### src/rtl/fetch_unit.sv
// Instruction fetch unit: sequential PC generator, one-cycle-latency imem interface and a
// small FIFO of (pc, instr) pairs feeding decode. Redirect flushes everything in flight.
module fetch_unit #(
   parameter int unsigned      XLEN     = 32,
   parameter int unsigned      ILEN     = 32,
   parameter logic [XLEN-1:0]  RESET_PC = '0,
   parameter int unsigned      QDEPTH   = 4
) (
   input  logic                         clock,
   input  logic                         reset,
   output logic                         imem_req,
   output logic [XLEN-1:0]              imem_addr,
   input  logic [ILEN-1:0]              imem_rdata,
   input  logic                         redirect_valid,
   input  logic [XLEN-1:0]              redirect_pc,
   output logic                         id_valid,
   input  logic                         id_ready,
   output logic [XLEN-1:0]              id_pc,
   output logic [ILEN-1:0]              id_instr,
   output logic [$clog2(QDEPTH+1)-1:0]  q_count
);

   localparam int unsigned CW = $clog2(QDEPTH + 1);
   localparam int unsigned PW = $clog2(QDEPTH);
   localparam logic [CW:0] DEPTH_W = QDEPTH[CW:0];

   logic [XLEN-1:0] pc_q, pc_d;
   logic [XLEN-1:0] inflight_pc_q, inflight_pc_d;
   logic            inflight_q, inflight_d;
   logic [PW-1:0]   wptr_q, wptr_d, rptr_q, rptr_d;
   logic [CW-1:0]   count_q, count_d;
   logic [CW:0]     occupancy;
   logic            push, pop;

   logic [XLEN-1:0] pc_mem    [QDEPTH];
   logic [ILEN-1:0] instr_mem [QDEPTH];

   // Target is word-aligned; the low two bits are intentionally ignored.
   logic unused_redirect_lsbs;
   assign unused_redirect_lsbs = ^redirect_pc[1:0];

   always_comb begin
      occupancy = {1'b0, count_q} + {{CW{1'b0}}, inflight_q};
      imem_addr = pc_q;
      // Counting the in-flight slot guarantees a response always has room in the queue.
      imem_req  = !reset && !redirect_valid && (occupancy < DEPTH_W);
      push      = inflight_q && !redirect_valid;
      id_valid  = (count_q != '0) && !redirect_valid;
      pop       = id_valid && id_ready;
      id_pc     = pc_mem[rptr_q];
      id_instr  = instr_mem[rptr_q];
      q_count   = count_q;
   end

   always_comb begin
      pc_d          = pc_q;
      inflight_d    = imem_req;
      inflight_pc_d = inflight_pc_q;
      wptr_d        = wptr_q;
      rptr_d        = rptr_q;
      count_d       = count_q;
      if (redirect_valid) begin
         pc_d    = {redirect_pc[XLEN-1:2], 2'b00};
         wptr_d  = '0;
         rptr_d  = '0;
         count_d = '0;
      end else begin
         if (imem_req) begin
            pc_d          = pc_q + XLEN'(4);
            inflight_pc_d = pc_q;
         end
         if (push) wptr_d = wptr_q + PW'(1);
         if (pop)  rptr_d = rptr_q + PW'(1);
         case ({push, pop})
            2'b10:   count_d = count_q + CW'(1);
            2'b01:   count_d = count_q - CW'(1);
            default: count_d = count_q;
         endcase
      end
   end

   always_ff @(posedge clock or posedge reset) begin
      if (reset) begin
         pc_q          <= RESET_PC;
         inflight_q    <= 1'b0;
         inflight_pc_q <= '0;
         wptr_q        <= '0;
         rptr_q        <= '0;
         count_q       <= '0;
      end else begin
         pc_q          <= pc_d;
         inflight_q    <= inflight_d;
         inflight_pc_q <= inflight_pc_d;
         wptr_q        <= wptr_d;
         rptr_q        <= rptr_d;
         count_q       <= count_d;
      end
   end

   always_ff @(posedge clock) begin
      if (push) begin
         pc_mem[wptr_q]    <= inflight_pc_q;
         instr_mem[wptr_q] <= imem_rdata;
      end
   end

endmodule

### config.mk
export PLATFORM = sky130hd
export DESIGN_NAME = fetch_unit
export DESIGN_NICKNAME = d
export VERILOG_FILES = /design/src/rtl/fetch_unit.sv
export SDC_FILE = /design/constraint.sdc
export NUM_CORES = 1
export LEC_CHECK = 0
export ABC_CLOCK_PERIOD_IN_PS = 5900
export BUFFER_PORTS_ARGS = -buffer_cell sky130_fd_sc_hd__buf_4
export CAP_MARGIN = 40
export CORE_UTILIZATION = 55
export DETAILED_ROUTE_END_ITERATION = 10
export PLACE_DENSITY = 0.77
export SLEW_MARGIN = 20
export SYNTH_ARGS = -nofsm -noshare
export SYNTH_HDL_FRONTEND = slang
export SYNTH_SLANG_ARGS = --single-unit
### constraint.sdc
create_clock -name clock -period 5.9 [get_ports clock]
set_input_delay 0.59 -clock clock [delete_from_list [all_inputs] [get_ports clock]]
set_output_delay 0.59 -clock clock [all_outputs]
set_load 0.05 [all_outputs]
==> flow_summary.toml <==
[timing]
timing.slew.headroom = 0.483
skew_ns = 0.0149
setup_viol = 0
tns_ns = 0
rsz0062_at_grt = "false"
period_needed_ns = 3.53
hold_violations = 0
slew_viol_final = 0
fmax_mhz = 283
period_share = 0.599
tightest_slew_ns = 0.775

[cells_and_area]
register_area_um2 = 9160
synthToLayoutAreaGrowth_pct = 21.2
stdcell_count = 1185
finalCoreUtilization = 0.682
fin_nets = 955
drive_gt1_frac = 0.325
multi_input_area_um2 = 3010
design_area_um2 = 15000
antenna_cells = 0
fillCellCount = 1448

[floorplan]
rows = 54
start_util = 0.563
dieArea_um2 = 23100
ioPinCount = 169
die_height_um = 152
die_w_um = 152
core_area_um2 = 22000

[power_and_ir_drop]
ir_drop_v = 0.000365
power.leakage_nw = 5.52
p_total_mw = 6.96
p_per_area_nw_per_um2 = 465

[clocking]
root_buffer = "clkbuf_16"
clock_path_buffers = 3
clk_pin_slew_ns = 0.06
cts_setup_buffers = 0
numCtsBuffers = 31
clk_latency_ns = 0.54
cts_resized = 0
cts.htree.levels = 1
numClockSinks = 316
cts_tree = "built"
cts_hold_buf = 0

[critical_path]
crit_path_end_kind = "output port"
worst_ep_required_time_ns = 5.31
cp.arrival_ns = 2.94
critPathKind = "flop to output port"
startpoint_type = "flop"
cp_max_fo = 35

[routing]
drc = 22
ant_nets = 0
dr.pass1.iters = 8
drtIter0Drc = 378
wl_mm = 24.5
routed-via-count = 6846
wire_per_inst_um = 20.7
avgViaCountPerCell = 5.78

[synth]
synth-edff-count = 248
yosysWarnings = 0
synth_cells = 711
synth_area_um2 = 12400
synth_fa_ha_area_frac = 0.00668
synth_compound_area_frac = 0.0391
synth.area.mux_share = 0.115
async_flop_share = 0.215
synth_top_family_by_area = "multiplexers"
synth.avg_cell_area_um2 = 17.4
ys_types = 49
synth-xor-area-share = 0.00638
synthSimpleGateAreaFrac = 0.0742
ys_ff_latch = 316
synth_ff_type = "edfxtp_1"
ys_seq_area_frac = 0.740

[run_status]
violations = "design-rule violations"
status = "finished with violations"

[global_route]
grt_usage = 0.215
grt_max_degree = 65
use_met3 = 0.0445
top_usage_layer = "met2"
overflow = 0
grt_util_met2 = 0.350
antenna_found_initial = 0
grt_pass1_wl_mm = 38.4
grt_use_met1 = 0.303
grt_pass1_vias = 6852

[placed_design]
gp_congestion = 0.813
dp.cells = 1127
dpl_cell_area_um2 = 13900
hpwl_mm = 14.8
portBuffers = 162

[run]
max-cap-violations = 0

[min_path]
min_path_type = "primary input to async pin"
worst max-delay path, stage by stage, from the launching register on:
cell and delay [ns]:
dfrtp_4 0.93, buf_4 0.63, mux4_2 0.60, buf_4 0.21
area by class of cell:
cell class,instances,share of cell area
clock inverter,15,0.0133
tap,280,0.0234
multi-input combinational,348,0.201
sequential,316,0.611
inverter,11,0.00276
timing repair buffer,173,0.0922
clock buffer,42,0.0559
power breakdown:
| group | switching [mW] | internal, mW | total [mW] |
|---|---|---|---|
| combinational | 1.24 | 0.716 | 1.96 |
| sequential | 0.301 | 2.71 | 3.01 |
| clock | 0.783 | 1.21 | 1.99 |
Yosys cell counts, types with 2 or more instances:
cell / number / area share
a21o_1: 5 / 0.0030
ha_1: 5 / 0.0051
nand4_1: 9 / 0.0046
buf_4: 5 / 0.0030
nand3_1: 11 / 0.0045
nor3_1: 6 / 0.0024
buf_2: 6 / 0.0024
nand3b_1: 4 / 0.0024
clkbuf_1: 22 / 0.0067
a22oi_1: 2 / 0.0012
o21ai_0: 23 / 0.0093
nor2b_1: 6 / 0.0030
nor2_1: 28 / 0.0085
inv_1: 11 / 0.0033
edfxtp_1: 248 / 0.60
o41ai_2: 2 / 0.0026
and2_1: 5 / 0.0025
xor2_1: 5 / 0.0035
a31oi_1: 2 / 0.0010
xnor2_1: 4 / 0.0028
and3_1: 2 / 0.0010
o311ai_0: 9 / 0.0064
o221ai_1: 2 / 0.0014
dfrtp_1: 68 / 0.14
buf_1: 5 / 0.0015
nand4_4: 2 / 0.0034
o211ai_1: 4 / 0.0024
mux4_2: 62 / 0.11
nand2_1: 112 / 0.034
a21oi_1: 3 / 0.0012
a221o_1: 8 / 0.0065
mux2i_1: 3 / 0.0024
o31ai_1: 2 / 0.0012
nor4_1: 5 / 0.0025
final timing paths:
path | slack [ns] | depth (start not counted) | startpoint | to
setup / recovery | 2.37 | 3 | rptr_q[0] | id_instr[8]
hold / removal | 0.04 | 2 | reset | imem_addr[19]
setup reg to reg | 3.29 | 8 | inflight_q | imem_addr[5]
hold reg to reg | 0.52 | 0 | inflight_pc_q[4] | pc_mem[1][4]
max in group asynchronous | 4.76 | 3 | reset | rptr_q[0]
min in group clock | 0.25 | 1 | imem_rdata[16] | instr_mem[1][16]
registers in the layout, indices dropped and copies added, names as in the netlist:
register       flops
inflight_pc_q     30
pc_mem           120
q_count            3
inflight_q         1
rptr_q             2
imem_addr         30
instr_mem        128
wptr_q             2
cells in the final DEF (no fill, tap or decap), types with 10 or more instances in the layout:
cell	Yosys	routed
o21ai_0	23	23
dfrtp_1	68	66
mux4_2	62	62
edfxtp_1	248	248
inv_1	11	10
clkbuf_16	0	31
nand2_1	112	112
nand3_1	11	11
nor2_1	28	28
buf_4	5	167
through the flow:
step	setup slack [ns]	hold WS, ns
3_5_place_dp	2.78	0.504
4_1_cts	2.26	0.0273
5_1_grt	2.16	0.0502
3_3_place_gp	2.79	0.495
6_report	2.37	0.0368
2_1_floorplan	3.04	0.476
layer usage:
layer  part of all wire  routed length, µm
met5                  0                  0
met4              0.010                257
met3              0.070               1710
met2               0.49              11900
met1               0.43              10700
logic make-up (layout without fill, tap and decap cells):
| kind of cell | count (synthesis) | in the layout |
|---|---|---|
| DFF | 316 | 316 |
| and+or+nand+nor | 198 | 198 |
| AOI/OAI and AO/OA | 66 | 66 |
| muxes | 65 | 65 |
| buffers and inverters | 50 | 241 |
| xor gates and xnor gates | 9 | 9 |
| adders and majority gates | 6 | 6 |
| other | 1 | 4 |
Note: power is estimated with default switching activity, not from simulation.
